===== src/rtl/fifo_uart_tx_if.sv =====
// Read-side handshake between the async FIFO and the UART transmit stage.
// The FIFO side uses master; the transmitter uses slave.
interface fifo_uart_tx_if #(
  parameter int DATA_WIDTH = 8
);
  logic [DATA_WIDTH-1:0] rd_data;
  logic                  rd_empty;
  logic                  rd_inc;

  modport master (
    output rd_data,
    output rd_empty,
    input  rd_inc
  );

  modport slave (
    input  rd_data,
    input  rd_empty,
    output rd_inc
  );
endinterface


===== src/rtl/fifo_uart_tx.sv =====
// UART transmitter fed from the read side of an async FIFO.
// Sends one serial bit per clock: start, data LSB first, optional parity, stop.
module fifo_uart_tx #(
  parameter int DATA_WIDTH = 8
) (
  input  logic                 clk,
  input  logic                 rst,
  fifo_uart_tx_if.slave        fifo,
  input  logic                 par_en,
  input  logic                 par_typ,
  output logic                 tx_out,
  output logic                 busy
);

  localparam int CW = (DATA_WIDTH > 1) ? $clog2(DATA_WIDTH) : 1;

  typedef enum logic [2:0] {IDLE, START, DATA, PARITY, STOP} state_t;

  state_t                state_q, state_n;
  logic [DATA_WIDTH-1:0] shift_q, shift_n;
  logic [CW-1:0]         cnt_q, cnt_n;
  logic                  par_en_q, par_en_n;
  logic                  par_bit_q, par_bit_n;
  logic                  inc_q, inc_n;
  logic                  tx_n, busy_n;
  logic                  pop;

  assign fifo.rd_inc = inc_q;

  always_ff @(posedge clk or posedge rst) begin
    if (rst) begin
      state_q   <= IDLE;
      shift_q   <= '0;
      cnt_q     <= '0;
      par_en_q  <= 1'b0;
      par_bit_q <= 1'b0;
      inc_q     <= 1'b0;
      tx_out    <= 1'b1;
      busy      <= 1'b0;
    end else begin
      state_q   <= state_n;
      shift_q   <= shift_n;
      cnt_q     <= cnt_n;
      par_en_q  <= par_en_n;
      par_bit_q <= par_bit_n;
      inc_q     <= inc_n;
      tx_out    <= tx_n;
      busy      <= busy_n;
    end
  end

  // A pop is taken from IDLE or at the end of STOP, so back-to-back frames have no gap.
  always_comb begin
    state_n   = state_q;
    shift_n   = shift_q;
    cnt_n     = cnt_q;
    par_en_n  = par_en_q;
    par_bit_n = par_bit_q;
    inc_n     = 1'b0;
    pop       = 1'b0;

    case (state_q)
      IDLE: begin
        if (!fifo.rd_empty) pop = 1'b1;
      end
      START: begin
        state_n = DATA;
        cnt_n   = '0;
      end
      DATA: begin
        if (cnt_q == CW'(DATA_WIDTH - 1)) begin
          state_n = par_en_q ? PARITY : STOP;
        end else begin
          cnt_n = cnt_q + 1'b1;
        end
      end
      PARITY: begin
        state_n = STOP;
      end
      STOP: begin
        if (!fifo.rd_empty) pop = 1'b1;
        else                state_n = IDLE;
      end
      default: begin
        state_n = IDLE;
      end
    endcase

    if (pop) begin
      state_n   = START;
      shift_n   = fifo.rd_data;
      par_en_n  = par_en;
      par_bit_n = (^fifo.rd_data) ^ par_typ;
      inc_n     = 1'b1;
    end

    // Line level is registered, so it is chosen from the state being entered.
    tx_n   = 1'b1;
    busy_n = (state_n != IDLE);
    case (state_n)
      START:   tx_n = 1'b0;
      DATA:    tx_n = shift_n[cnt_n];
      PARITY:  tx_n = par_bit_n;
      default: tx_n = 1'b1;
    endcase
  end

endmodule

===== src/flat_wrapper.sv =====
// flat-port wrapper written by rule: the top's interface ports become plain ports
module fifo_uart_tx_flat 
#(
  parameter int DATA_WIDTH = 8
)
  (clk, rst, par_en, par_typ, tx_out, busy, fifo_rd_data, fifo_rd_empty, fifo_rd_inc);
  fifo_uart_tx_if #(.DATA_WIDTH(DATA_WIDTH)) fifo_i ();
  input  logic clk;
  input  logic rst;
  input  logic par_en;
  input  logic par_typ;
  output logic tx_out;
  output logic busy;
  input wire logic [$bits(fifo_i.rd_data)-1:0] fifo_rd_data;
  input wire logic [$bits(fifo_i.rd_empty)-1:0] fifo_rd_empty;
  output wire logic [$bits(fifo_i.rd_inc)-1:0] fifo_rd_inc;
  assign fifo_i.rd_data = fifo_rd_data;
  assign fifo_i.rd_empty = fifo_rd_empty;
  assign fifo_rd_inc = fifo_i.rd_inc;
  fifo_uart_tx #(.DATA_WIDTH(DATA_WIDTH)) u_core (.clk(clk), .rst(rst), .fifo(fifo_i), .par_en(par_en), .par_typ(par_typ), .tx_out(tx_out), .busy(busy));
endmodule

===== config.mk =====
export PLATFORM = sky130hd
export DESIGN_NAME = fifo_uart_tx_flat
export DESIGN_NICKNAME = d
export VERILOG_FILES = /design/src/rtl/fifo_uart_tx_if.sv /design/src/rtl/fifo_uart_tx.sv /design/src/flat_wrapper.sv
export SDC_FILE = /design/constraint.sdc
export NUM_CORES = 1
export LEC_CHECK = 0
export ABC_AREA = 0
export ABC_CLOCK_PERIOD_IN_PS = 2200
export BUFFER_PORTS_ARGS = -buffer_cell sky130_fd_sc_hd__buf_4
export CAP_MARGIN = 20
export CORE_UTILIZATION = 54
export CTS_CLUSTER_DIAMETER = 200
export DETAILED_ROUTE_END_ITERATION = 16
export GPL_TIMING_DRIVEN = 0
export PLACE_DENSITY = 0.76
export SETUP_SLACK_MARGIN = 0.05
export SYNTH_ARGS = -nofsm -noshare
export SYNTH_HDL_FRONTEND = slang
export SYNTH_SLANG_ARGS = --single-unit

===== constraint.sdc =====
create_clock -name clk -period 2.2 [get_ports clk]
set_input_delay 0.66 -clock clk [delete_from_list [all_inputs] [get_ports clk]]
set_output_delay 0.66 -clock clk [all_outputs]
set_load 0.02 [all_outputs]

==> metrics.txt, run 1 <==
global-route wire length before repair=2900 um; IO Port Bufs=15; peak supply drop=0.879 mV; Non-Filler Instances=129; critical path, cell by cell=ha_1 > nand2_1 > nand2_1 > a311o_2 > a2111oi_4 > nor4_1 > a31oi_1; initial antenna violation count=0; leakage power=0.550 nW; Max stage delay on crit path=440 ps; Routed WL=1840 um; initial core utilization=0.591; Row Count=15; CP dominant cell by count=nand2_1; I/O Pins=16; fraction of the cycle the final worst path needs=0.906; gr usage total=0.202; vias in the first global route=643; global route total overflow=0; Synth cell types=35; Die Y-Extent=45.9 um; routed length per instance=14.2 um; placed cell count=125; Max Cap Viol=0; Num CTS Buffers=3; critical path class=reg2reg; Post-CTS Repair Setup Buffers=0; Iteration-0 DRC Markers=12; worst clock skew=11.6 ps; largest net degree at the start of global routing=20; net switching power=0.747 mW; layout cells sized above 1=0.385; CTS tree=yes; sum of negative setup slack=0 ps; Core ar.=0.00176 sq mm; RSZ-0062 raised after global routing=false; area of the multi-input gates=509 sq um; post-CTS sizing=0; Seq pwr share=0.331; hold bufs inserted after CTS=0; Final Core Density=0.688; # DRC=0; synthesized flop and latch total=19; endpoints failing setup=0; CP Data Required Time=2430 ps; Comb pwr share=0.571; routability-driven placement congestion ratio=0.771; Die Width=45.9 um; # diodes=0; worst-skew pair later-pin latency=300 ps; H-tree depth=1; worst hold path type=in2async; startpoint types=flip-flop; Worst path slowest cell=a311o_2; FF/Latch Area=477 sq um; net count after synthesis=99; Final nets=119; WHS=442 ps; Worst setup EP type=flip-flop; Final Hold Fails=0; dpl cell area=0.00119 sq mm; worst-margin pin slew=664 ps; status=completed; vias per inst=5.47; DRT Pass-1 Iters=4; Pint=1.08 mW; max frequency=501 MHz; crit path DAT=2230 ps; Clk network pwr share=0.098; vias=706; Detail Route Antenna Nets=0; HPWL after DPL=1400 um; clock root buffer=clkbuf_4; clock period minus worst slack=1990 ps; design area=0.00121 sq mm; Avg Cell Area, Syn=12.3 sq um; Pins Over Slew Limit=0; Area Growth Syn to Fin=16.4%; maximum number of buffers from clock root to sink=2; max_slew headroom=0.557; fill count=155; most common cell after layout, fill and taps aside=dfrtp_1; cell area after synthesis=0.00104 sq mm; most frequent cells in the layout=dfrtp_1, buf_4, xnor2_1; CP max FO=5; Clk pin slew, worst setup/hold paths=120 ps; synth warn=0; switching share of power=0.409; Die ar.=0.00211 sq mm; Num Clock Sinks=19; share of the yosys chip area belonging to registers=0.457; Power Density=1500 mW/mm^2; Syn Inst Count=85
## power groups by stage
stage / clock (mW) / sequential, mW / combinational [mW]
after floorplan: 0 / 0.624 / 0.793
after global placement: 0 / 0.605 / 0.996
after detailed placement: 0 / 0.613 / 1.03
after CTS: 0.177 / 0.605 / 1.04
after global routing: 0.192 / 0.620 / 1.13
final: 0.178 / 0.604 / 1.04
## critical path: cells and delay by family (launching register included)
kind	cells	cell delay [ps]
AOI/OAI and AO/OA	3	950
DFF	1	430
and+or+nand+nor	3	300
adders and majority gates	1	260
## layer usage
metal  vias up  track usage  part of all wire
li1        338            -                 -
met1       342        0.265              0.46
met2        20        0.324              0.48
met3         6       0.0238             0.039
met4         0        0.112             0.025
met5         -            0                 0
## area by class of cell
type | instances | share of cell area
clock inverter | 1 | 0.00412
timing repair buffer | 15 | 0.0928
tap | 25 | 0.0258
sequential | 19 | 0.393
buffer | 3 | 0.0278
multi-input combinational | 57 | 0.420
inverter | 6 | 0.0186
clock buffer | 3 | 0.0186
## registers in the layout, summed over array words and instances (netlist names)
name and count:
u_core.busy 1, u_core.cnt_q 3, u_core.fifo.rd_inc 1, u_core.par_bit_q 1
u_core.par_en_q 1, u_core.shift_q 8, u_core.state_q 3, u_core.tx_out 1
## cells by family after synthesis
group | count (synthesis) | share of synthesized area
buf+inv | 9 | 0.0540
compound gates | 14 | 0.128
mux | 11 | 0.126
xor+xnor | 9 | 0.0756
fa+ha+maj | 1 | 0.0120
simple gates | 22 | 0.146
flops | 19 | 0.457
## synth_stat cells (all sizes together)
master	number	area share
or3	1	0.0060
a311o	1	0.011
o211ai	1	0.020
ha	1	0.012
inv	6	0.022
o21ai	2	0.0096
xnor2	7	0.059
nand2	5	0.018
nor2	4	0.017
nor4	2	0.012
a31oi	2	0.012
nor3	2	0.020
buf	3	0.032
a21o	1	0.0072
mux2	8	0.094
nand3b	1	0.019
o2111ai	2	0.017
dfstp	1	0.025
dfrtp	18	0.43
o31a	1	0.0084
nor4b	1	0.0084
or2b	2	0.016
mux2i	3	0.032
o31ai	1	0.0072
nand3	1	0.0048
a21oi	2	0.0096
a2111oi	1	0.026
nand2b	3	0.025
xor2	2	0.017
## path summary, 6_finish.rpt
| check | from | end | slack (ps) | cells after the start |
|---|---|---|---|---|
| setup / recovery | u_core.cnt_q[0] | u_core.tx_out | 210 | 7 |
| hold / removal | rst | u_core.shift_q[2] | 440 | 2 |
| setup reg to reg | u_core.cnt_q[0] | u_core.tx_out | 210 | 7 |
| hold reg to reg | u_core.shift_q[1] | u_core.shift_q[1] | 510 | 1 |
| max in group asynchronous | rst | u_core.cnt_q[0] | 1320 | 2 |
| min in group clk | u_core.shift_q[1] | u_core.shift_q[1] | 510 | 1 |
## through the flow
| stage | setup WS [ps] | power, mW |
|---|---|---|
| 2_1_floorplan | 295 | 1.42 |
| 3_3_place_gp | 22.6 | 1.60 |
| 3_5_place_dp | -7.63 | 1.64 |
| 4_1_cts | 205 | 1.83 |
| 5_1_grt | 54.7 | 1.94 |
| 6_report | 206 | 1.83 |
Note: power is estimated with default switching activity, not from simulation.
==> run 2, diff against run 1 <==
Settings changed: ABC_CLOCK_PERIOD_IN_PS 2200 to 2000.
Clock period 2.2 ns to 2 ns, I/O delays scaled along.
==> run 2 against run 1 <==
  * Sequential power increased by 9.8%
  * Wire length rose by 15%
  * Core utilization is 5.7 points higher
  * Critical path type unchanged
  * Largest power group unchanged
==> metrics.txt, run 2 (synthesis gave the netlist of run 1 again) <==
status=completed; Power Density=1680 mW/mm^2; Row Count=15; Comb pwr share=0.610; FF-to-FF setup slack=90 ps; worst hold path type=in2async; CTS tree=yes; HPWL after DPL=1400 um; Die Width=45.9 um; leakage power=0.604 nW; Core ar.=0.00176 sq mm; Max Cap Viol=0; Pint=1.30 mW; Die Y-Extent=45.9 um; gr usage total=0.205; hold bufs inserted after CTS=0; global-route wire length before repair=2930 um; max frequency=524 MHz; # DRC=0; biggest regs=u_core.shift_q: 8 flops, u_core.cnt_q: 3 flops, u_core.state_q: 3 flops; CP Data Required Time=2230 ps; # diodes=0; startpoint types=flip-flop; routability-driven placement congestion ratio=0.771; CP max FO=9; vias in the first global route=657; IO Port Bufs=15; vias per inst=5.65; worst-skew pair later-pin latency=300 ps; Seq pwr share=0.301; vias=785; fraction of the cycle the final worst path needs=0.955; Clk network pwr share=0.089; endpoints failing setup=0; Final Core Density=0.745; switching share of power=0.409; worst clock skew=9.74 ps; most common cell after layout, fill and taps aside=buf_4; I/O Pins=16; Final Hold Fails=0; max_slew headroom=0.543; maximum number of buffers from clock root to sink=2; global route total overflow=0; Final nets=129; layout cells sized above 1=0.491; DRT Pass-1 Iters=4; clock period minus worst slack=1910 ps; Iteration-0 DRC Markers=24; initial antenna violation count=0; Clk pin slew, worst setup/hold paths=120 ps; H-tree depth=1; crit path DAT=2140 ps; Detail Route Antenna Nets=0; Worst setup EP type=flip-flop; initial core utilization=0.591; routed length per instance=15.1 um; worst-margin pin slew=685 ps; net switching power=0.901 mW; WHS=392 ps; Routed WL=2100 um; RSZ-0062 raised after global routing=true; Num CTS Buffers=3; Die ar.=0.00211 sq mm; critical path class=reg2reg; peak supply drop=1.19 mV; clock root buffer=clkbuf_4; largest net degree at the start of global routing=20; sum of negative setup slack=0 ps; most frequent cells in the layout=buf_4, dfrtp_1, xnor2_1; Largest register FFs=8; Num Clock Sinks=19; Area Growth Syn to Fin=26.2%; Reg with most FFs=u_core.shift_q; Pins Over Slew Limit=0
[run 2: power groups by stage]
| stage | combinational, mW | clock [mW] | sequential, mW |
|---|---|---|---|
| 2_1_floorplan | 0.873 | 0 | 0.687 |
| 3_3_place_gp | 1.10 | 0 | 0.666 |
| 3_5_place_dp | 1.13 | 0 | 0.674 |
| 4_1_cts | 1.17 | 0.194 | 0.661 |
| 5_1_grt | 1.44 | 0.212 | 0.677 |
| 6_report | 1.34 | 0.196 | 0.663 |
[run 2: cell type report]
type,instances,area [sq um]
sequential,19,477
fill,138,449
multi-input combinational,57,536
clock buffer,3,22.5
tap,25,31.3
buffer,3,33.8
clock inverter,1,5.00
timing repair buffer,25,188
inverter,6,22.5
[run 2: metrics by stage]
stage | cell area (sq um) | power (mW) | worst slack (ps) | std cells
after CTS | 1220 | 2.03 | 58.9 | 130
after global placement | 1190 | 1.76 | -117 | 125
after global routing | 1320 | 2.33 | -5.02 | 139
after detailed placement | 1190 | 1.81 | -148 | 125
after floorplan | 1040 | 1.56 | 155 | 85
final | 1320 | 2.20 | 90.2 | 139
[run 2: path summary, 6_finish.rpt]
kind,from,end,cells after the start
worst min register to register,u_core.shift_q[7],u_core.shift_q[7],1
worst max-delay path,u_core.state_q[0],u_core.tx_out,7
worst max register to register,u_core.state_q[0],u_core.tx_out,7
min in group clk,par_en,u_core.par_en_q,3
worst min-delay path,rst,u_core.shift_q[2],2
max in group asynchronous,rst,u_core.shift_q[5],2
[run 2: worst max-delay path, cell delays in order (launching register included)]
cell       delay (ps)
dfrtp_1           390
buf_6             140
nor3_4            280
buf_6             200
mux2_2            360
o2111ai_1         200
o31a_1            170
a31oi_1            90
[run 2: what timing repair did]
item	4_1_cts	5_1_grt
pin swaps	1	4
setup endpoints to repair	1	1
gates resized for setup	1	5
buffers inserted	1	9
[run 2: per-layer routing]
metal / global-route usage / vias to the layer above / share of wire / wire (um)
met5: 0 / - / 0 / 0
met4: 0.118 / 0 / 0.029 / 62
met3: 0.0238 / 8 / 0.052 / 109
met2: 0.330 / 32 / 0.51 / 1070
met1: 0.265 / 387 / 0.41 / 861
li1: - / 358 / - / -
